===== src/rtl/qpsk_pkg.sv =====
// Types and constants shared by the QPSK mapper and demapper.
package qpsk_pkg;

  localparam int SYMS_PER_WORD = 64;
  localparam int WORD_W        = 128;

  localparam logic [1:0] PRE_SYM_EVEN = 2'b00;
  localparam logic [1:0] PRE_SYM_ODD  = 2'b11;

  typedef enum logic [1:0] {
    ST_IDLE = 2'd0,
    ST_PRE  = 2'd1,
    ST_SEND = 2'd2
  } state_e;

  // Preamble alternates 00,11,00,... starting with 00 on an even index.
  function automatic logic [1:0] pre_sym(input logic odd);
    return odd ? PRE_SYM_ODD : PRE_SYM_EVEN;
  endfunction

endpackage


===== src/rtl/qpsk_sym2iq.sv =====
// Combinational QPSK constellation map: bit 1 -> I sign, bit 0 -> Q sign.
module qpsk_sym2iq #(
  parameter int AMP = 1023,
  parameter int IQW = 11
) (
  input  logic [1:0]            sym_i,
  output logic signed [IQW-1:0] ar_o,
  output logic signed [IQW-1:0] ai_o
);

  localparam logic signed [IQW-1:0] POS = IQW'(AMP);
  localparam logic signed [IQW-1:0] NEG = IQW'(-AMP);

  assign ar_o = sym_i[1] ? NEG : POS;
  assign ai_o = sym_i[0] ? NEG : POS;

endmodule


===== src/rtl/iqmap_qpsk.sv =====
// QPSK transmit mapper: 128-bit words -> 64 I/Q samples, LSB pair first, with a
// one-word holding buffer for gapless streaming. Optional preamble: IQMAP_PREAMBLE_EN.
module iqmap_qpsk
  import qpsk_pkg::*;
#(
  parameter int AMP     = 1023,
  parameter int IQW     = 11,
  parameter int PRE_LEN = 8
) (
  input  logic                  ck,
  input  logic                  rst,
  input  logic                  ce,
  input  logic                  valid_i,
  input  logic [WORD_W-1:0]     data_i,
  output logic                  ready_o,
  output logic                  valid_o,
  output logic signed [IQW-1:0] ar_o,
  output logic signed [IQW-1:0] ai_o,
  output logic [1:0]            raw_o,
  output logic                  last_o
);

  state_e                state_q, state_d;
  logic [5:0]            sym_cnt_q, sym_cnt_d;
  logic [WORD_W-1:0]     sh_q, sh_d;
  logic [WORD_W-1:0]     hb_q, hb_d;
  logic                  hb_full_q, hb_full_d;
  logic                  valid_q, valid_d;
  logic                  last_q, last_d;
  logic [1:0]            raw_q, raw_d;
  logic signed [IQW-1:0] ar_q, ar_d;
  logic signed [IQW-1:0] ai_q, ai_d;

  logic                  accept;
  logic                  sym_last;
  logic [1:0]            sym_sel;
  logic signed [IQW-1:0] map_ar, map_ai;

`ifdef IQMAP_PREAMBLE_EN
  localparam int PCW = (PRE_LEN > 1) ? $clog2(PRE_LEN) : 1;
  logic [PCW-1:0] pre_cnt_q, pre_cnt_d;
  logic           pre_done;

  assign pre_done = (pre_cnt_q == PCW'(PRE_LEN - 1));
  assign sym_sel  = (state_q == ST_PRE) ? pre_sym(pre_cnt_q[0]) : sh_q[1:0];
`else
  assign sym_sel  = sh_q[1:0];
`endif

  assign accept   = ce & valid_i & ~hb_full_q;
  assign sym_last = (sym_cnt_q == 6'(SYMS_PER_WORD - 1));
  assign ready_o  = ~hb_full_q;

  qpsk_sym2iq #(.AMP(AMP), .IQW(IQW)) u_map (
    .sym_i (sym_sel),
    .ar_o  (map_ar),
    .ai_o  (map_ai)
  );

  always_comb begin
    state_d   = state_q;
    sym_cnt_d = sym_cnt_q;
    sh_d      = sh_q;
    hb_d      = hb_q;
    hb_full_d = hb_full_q;
    valid_d   = valid_q;
    last_d    = last_q;
    raw_d     = raw_q;
    ar_d      = ar_q;
    ai_d      = ai_q;
`ifdef IQMAP_PREAMBLE_EN
    pre_cnt_d = pre_cnt_q;
`endif
    if (ce) begin
      valid_d = 1'b0;
      last_d  = 1'b0;
      raw_d   = '0;
      ar_d    = '0;
      ai_d    = '0;
      unique case (state_q)
        ST_IDLE: begin
          if (accept) begin
            sh_d      = data_i;
            sym_cnt_d = '0;
`ifdef IQMAP_PREAMBLE_EN
            pre_cnt_d = '0;
            state_d   = ST_PRE;
`else
            state_d   = ST_SEND;
`endif
          end
        end
`ifdef IQMAP_PREAMBLE_EN
        ST_PRE: begin
          valid_d   = 1'b1;
          raw_d     = sym_sel;
          ar_d      = map_ar;
          ai_d      = map_ai;
          pre_cnt_d = pre_cnt_q + PCW'(1);
          if (pre_done) state_d = ST_SEND;
          // The first word already sits in sh; anything offered now waits in hb.
          if (accept) begin
            hb_d      = data_i;
            hb_full_d = 1'b1;
          end
        end
`endif
        ST_SEND: begin
          valid_d   = 1'b1;
          raw_d     = sym_sel;
          ar_d      = map_ar;
          ai_d      = map_ai;
          last_d    = sym_last;
          sh_d      = sh_q >> 2;
          sym_cnt_d = sym_cnt_q + 6'd1;
          if (sym_last) begin
            if (hb_full_q) begin
              sh_d      = hb_q;
              hb_full_d = 1'b0;
            end else if (accept) begin
              sh_d = data_i;
            end else begin
              state_d = ST_IDLE;
            end
          end else if (accept) begin
            hb_d      = data_i;
            hb_full_d = 1'b1;
          end
        end
        default: state_d = ST_IDLE;
      endcase
    end
  end

  always_ff @(posedge ck or negedge rst) begin
    if (!rst) begin
      state_q   <= ST_IDLE;
      sym_cnt_q <= '0;
      sh_q      <= '0;
      hb_q      <= '0;
      hb_full_q <= 1'b0;
      valid_q   <= 1'b0;
      last_q    <= 1'b0;
      raw_q     <= '0;
      ar_q      <= '0;
      ai_q      <= '0;
`ifdef IQMAP_PREAMBLE_EN
      pre_cnt_q <= '0;
`endif
    end else begin
      state_q   <= state_d;
      sym_cnt_q <= sym_cnt_d;
      sh_q      <= sh_d;
      hb_q      <= hb_d;
      hb_full_q <= hb_full_d;
      valid_q   <= valid_d;
      last_q    <= last_d;
      raw_q     <= raw_d;
      ar_q      <= ar_d;
      ai_q      <= ai_d;
`ifdef IQMAP_PREAMBLE_EN
      pre_cnt_q <= pre_cnt_d;
`endif
    end
  end

  assign valid_o = valid_q;
  assign last_o  = last_q;
  assign raw_o   = raw_q;
  assign ar_o    = ar_q;
  assign ai_o    = ai_q;

endmodule


===== config.mk =====
export PLATFORM = sky130hd
export DESIGN_NAME = iqmap_qpsk
export DESIGN_NICKNAME = d
export VERILOG_FILES = /design/src/rtl/qpsk_pkg.sv /design/src/rtl/qpsk_sym2iq.sv /design/src/rtl/iqmap_qpsk.sv
export SDC_FILE = /design/constraint.sdc
export NUM_CORES = 1
export LEC_CHECK = 0
export CAP_MARGIN = 30
export CORE_MARGIN = 1.5
export CORE_UTILIZATION = 58
export DETAILED_ROUTE_END_ITERATION = 6
export GPL_ROUTABILITY_DRIVEN = 0
export MAX_ROUTING_LAYER = met4
export PLACE_DENSITY = 0.89
export REMOVE_ABC_BUFFERS = 1
export SLEW_MARGIN = 20
export SYNTH_ARGS = -nofsm -noshare
export SYNTH_HDL_FRONTEND = slang
export SYNTH_HIERARCHICAL = 1
export SYNTH_SLANG_ARGS = --single-unit

===== constraint.sdc =====
create_clock -name ck -period 2.6 [get_ports ck]
set_clock_uncertainty 0.2 [all_clocks]
set_input_delay 0.78 -clock ck [delete_from_list [all_inputs] [get_ports ck]]
set_output_delay 0.78 -clock ck [all_outputs]
set_load 0.03 [all_outputs]

# Word-level counts from Yosys, hierarchy flattened
# Cells that the tools add are included.
# totals
regBits,291
output_inout_bits,27
# classes
addsub,1
n_eq_ne,6
muxes,21
bitwise_logic,4
reduce_logical,7
# op_table
op,n
$mux 128,4
$pmux 128 s2,1
$mux 11,4
$pmux 6 s2,1
$mux 2,5
$ne 2x2->1 const B,4
$add 6x1->6 const B,1
$eq 6x6->1 const B,1
$mux 6,1
$reduce_and 3->1,2
$reduce_and 5->1,1
$mux 1,4
$pmux 2 s2,1
$reduce_and 4->1,1
$reduce_bool 2->1,2
$and 1x1->1,2
$eq 2x2->1 const B,1
$logic_not 2->1,1
$not 1->1,2

# Logic depth before layout (Yosys ltp)
# logic_depth
depth_word,6
mapped_depth,8
mapped_depth_nobuf,5

# By module
# Netlist, hierarchy kept.
# modules_own_cells
module,n_inst,cells_per_inst,area_each_um2,seq_area_each_um2
iqmap_qpsk,1,1579,16325.7,7257.0
qpsk_sym2iq,1,23,161.4,0.0

# Worst setup path before layout
# OpenSTA, ideal clock, no wires.
# synth_path
kind,in2reg
from,in ce
to,reg sh_q[87]
setup_time_ns,0.126
arrival_time_ns,1.897
slack_ns,0.377
stages,6
path_buffers,2
path_cell_list,nand2_1 > buf_4 > buf_4 > mux2i_1 > a211oi_1 > o32a_1
# synth_between
elab_chain_cells,6
# synth_lines
element,line_no,source
start: declaration,iqmap_qpsk.sv:12,"input logic ce,"
$and 1x1->1 (2 in a row),iqmap_qpsk.sv:50,assign accept = ce & valid_i & ~hb_full_q;
$mux 128,iqmap_qpsk.sv:120,end else if (accept) begin
$mux 128,iqmap_qpsk.sv:117,if (hb_full_q) begin
$mux 128,iqmap_qpsk.sv:116,if (sym_last) begin
$pmux 128 s2,iqmap_qpsk.sv:80,unique case (state_q)
end signal: assignment,iqmap_qpsk.sv:139,sh_q <= '0;
end signal: assignment,iqmap_qpsk.sv:153,sh_q <= sh_d;
end: declaration,iqmap_qpsk.sv:25,"logic [WORD_W-1:0] sh_q, sh_d;"
# Several ways; a longest one is shown, not always the timed one.
# A chain may end at the register's enable or synchronous reset.

# Final worst setup path
# layout_path
from,"reg ai_q[3], in the netlist ai_o[3]"
to,out ai_o[3]
# layout_rtl
element,line_no,source
start: declaration,iqmap_qpsk.sv:32,"logic signed [IQW-1:0] ai_q, ai_d;"
start signal: assignment,iqmap_qpsk.sv:160,ai_q <= ai_d;
end: declaration,iqmap_qpsk.sv:18,"output logic signed [IQW-1:0] ai_o,"
# No word-level cell between the ends.

==> summary.md <==
| Metric | Value |
|---|---|
| Ys Warns | 6 |
| Final Slew Violations | 0 |
| CTS tree | built |
| Initial antenna violation count | 2 |
| Final Hold Viols | 0 |
| Pre-antenna DRT Iters | 5 |
| Status | completed |
| FMAX | 391 MHz |
| Leak Pwr | 0.00896 uW |
| Reg2reg start | sym_cnt_q[0]$_DFFE_PN0P_ |
| I/O pins | 159 |
| Pwr Total | 18500 uW |
| Grt total ovfl | 0 |
| Share of cells above drive strength 1 | 15.2% |
| Total Routed Length | 44.7 mm |
| R2R setup slack | 0.31 ns |
| Worst hold slack | 0.306 ns |
| Worst-path cell chain | clkdlybuf4s50_1 |
| Detailed router's first-iteration violation count | 1348 |
| Crit end category | primary output |
| Sink Count | just under 300 |
| Critical R2R Capture | sh_q[72]$_DFFE_PN0P_ |
| Clock latency on the worst-skew pair | 0.55 ns |
| Main synth FF type | dfrtp_1 |
| Total CTS buffers | 31 |
| Area Growth Syn to Fin | 20.0% |
| Largest net degree at the start of global routing | just under 100 |
| Final core occ | a little under three quarters |
| Critical Path Fanout Max | 2 |
| Asr flop ratio synth | 100% |
| Synth Register Bits | 290 |
| Final HPWL DP | 27.4 mm |
| PD cells | 934 nW/um^2 |
| RSZ-0062 raised after global routing | false |
| Hold Crit Class | register to register |
| Post-synthesis cell count | 1602 |
| Library cells used by synthesis | between 40 and 50 |
| Crit path buffers/inverters | 1 |
| Setup crit start kind | register |
| Seq/Total Area, Yosys | 44.0% |
| Number of fill cells | 1827 |
| CP Depth | 1 |
| WP data required | 1.62 ns |
| Final Cell Area | a little under 20000 sq um |
| Die height | 172 microns |
| Period Utilization, post-route | 98.4% |
| Register area | 7260 sq um |
| Post-synth EDFFs | 0 |
| Core box area | 27900 sq um |
| Final #Nets | 1831 |
| IO Port Bufs | 158 |
| Final setup fails | 0 |
| Most frequent cells in the layout | dfrtp_1 (288), nor2_1 (238), o21ai_0 (158), clkdlybuf4s50_1 (141), mux2_4 (120) |
| Die Area | 29400 sq um |
| CTS Root Cell | clkbuf_16 |
| Vias/cell | 6.55 |
| Placed Instance Area | 18700 sq um |
| GRT Total Usage | 31.4% |
| Mapped Area | about 16000 sq um |
| Multi-input combinational cell area | 8260 sq um |
| Critical Path Source | ai_o[3]$_DFFE_PN0P_ |
| H-tree Lvls | 1 |
| Worst R2R Path Depth | 6 |
| Leading cell type in the layout, fill and taps excluded | dfrtp_1 |
| WP data arrival | 1.58 ns |
| Slowest CP cell | clkdlybuf4s50_1 |
| Wire per inst | 21.3 microns |
| Crit path max-delay family | buffers and inverters |
| Global-route wire length before repair | ~72 mm |
| Post-route DRC | 0 |
| Tmin final | about 2.6 ns |
| Row count | 61 |
| Setup crit end | ai_o[3] |
| Die W | 172 microns |
| Initial Utilization | 59.2% |
| Max-cap viol count | 0 |
| Via count | 13732 |
| Syn avg cell area | between 10 and 15 sq um |
| Slowest Stage Delay on Critical Path | ~0.67 ns |
| Clock buffer depth | 3 |
| DRT antenna net count | 0 |
| Maximum VDD drop | 635 uV |
| Sum Neg Setup Slack | 0 ns |
| Vias in the first global route | roughly 14000 |
| Worst-path clk slew | 0.06 ns |
| Worst Setup Path Type | register to primary output |
[per-layer routing]
layer	part of all wire [%]	up-vias	global-route usage, %	wire (microns)
met3	7.1	112	3.77	3170
met2	48	678	50.8	21500
met1	42	6931	40.1	18800
met5	0	-	-	0
met4	2.6	0	13.0	1160
li1	-	6011	-	-
[timing repair]
action	4_1_cts	5_1_grt
setup endpoints to repair	4	12
buffers inserted	0	3
hold buffers	1	0
gates resized for setup	5	11
gates cloned	1	0
hold endpoints to repair	20	0
[state kept, by name (all words and copies together) (netlist names)]
name       flops
ar_o          11
raw_o          2
hb_full_q      1
sh_q         128
last_o         1
valid_o        1
state_q        1
hb_q         128
ai_o          11
sym_cnt_q      6
[cells by family after synthesis]
family / synth area share (%)
AOI/OAI and AO/OA: 19.6
and+or+nand+nor: 11.9
DFF: 44.0
muxes: 18.1
buffers and inverters: 6.20
xor gates and xnor gates: 0.106
adders and majority gates: 0.0759
other: 0.0227
[synthesized netlist by cell type, types with 2 or more instances]
| master | n | area, sq um |
|---|---|---|
| mux2i_1 | 109 | 1090 |
| mux2_2 | 8 | 90.1 |
| o21ai_0 | 158 | 791 |
| mux2_4 | 120 | 1800 |
| buf_4 | 25 | 188 |
| o221ai_1 | 2 | 17.5 |
| and2_0 | 14 | 87.6 |
| a22o_1 | 2 | 17.5 |
| nand4_1 | 2 | 12.5 |
| a211o_1 | 17 | 149 |
| buf_6 | 16 | 180 |
| buf_1 | 6 | 22.5 |
| nand2_1 | 53 | 199 |
| and2_1 | 96 | 601 |
| a41oi_1 | 17 | 149 |
| nand3_1 | 4 | 20.0 |
| clkbuf_1 | 84 | 315 |
| clkbuf_2 | 3 | 15.0 |
| o32a_1 | 109 | 1090 |
| buf_2 | 37 | 185 |
| and3_1 | 19 | 119 |
| nor2_1 | 238 | 893 |
| o211ai_1 | 18 | 135 |
| a211oi_1 | 109 | 818 |
| dfrtp_1 | 290 | 7260 |
| xnor2_1 | 2 | 17.5 |
| inv_1 | 30 | 113 |
[where the power goes]
group	switching (uW)	total, uW	internal [uW]
clock network	1800	4450	2660
registers	1360	7750	6400
logic	2840	6270	3430
total	6000	18500	12500
[worst min path at each step]
stage / slack, ns / cells past startpoint / endpoint / from
detailed placement: 0.29 / 1 / hb_q[7]$_DFFE_PN0P_ / hb_q[7]$_DFFE_PN0P_
floorplan: 0.28 / 0 / ai_o[0]$_DFFE_PN0P_ / rst
global placement: 0.29 / 1 / hb_q[127]$_DFFE_PN0P_ / hb_q[127]$_DFFE_PN0P_
CTS: 0.31 / 1 / hb_q[110]$_DFFE_PN0P_ / hb_q[110]$_DFFE_PN0P_
finish: 0.31 / 1 / hb_q[110]$_DFFE_PN0P_ / hb_q[110]$_DFFE_PN0P_
global route: 0.32 / 1 / hb_q[109]$_DFFE_PN0P_ / hb_q[109]$_DFFE_PN0P_
[layout make-up]
cell class	count	share of cell area, %
multi-input combinational	1111	41.8
antenna	3	0.0379
timing repair buffer	232	13.3
clock buffer	44	4.52
sequential	290	36.7
timing repair inverter	1	0.0443
inverter	31	0.721
clock inverter	7	0.569
tap	378	2.39
[through the flow]
stage / setup WS, ns / instances
3_3_place_gp: -0.150 / 2038
2_1_floorplan: -5.57 / 1432
3_5_place_dp: -0.193 / 2038
6_report: 0.0423 / 2097
4_1_cts: 0.00578 / 2091
5_1_grt: 0.00154 / 2096
(Power assumes the default switching activity.)
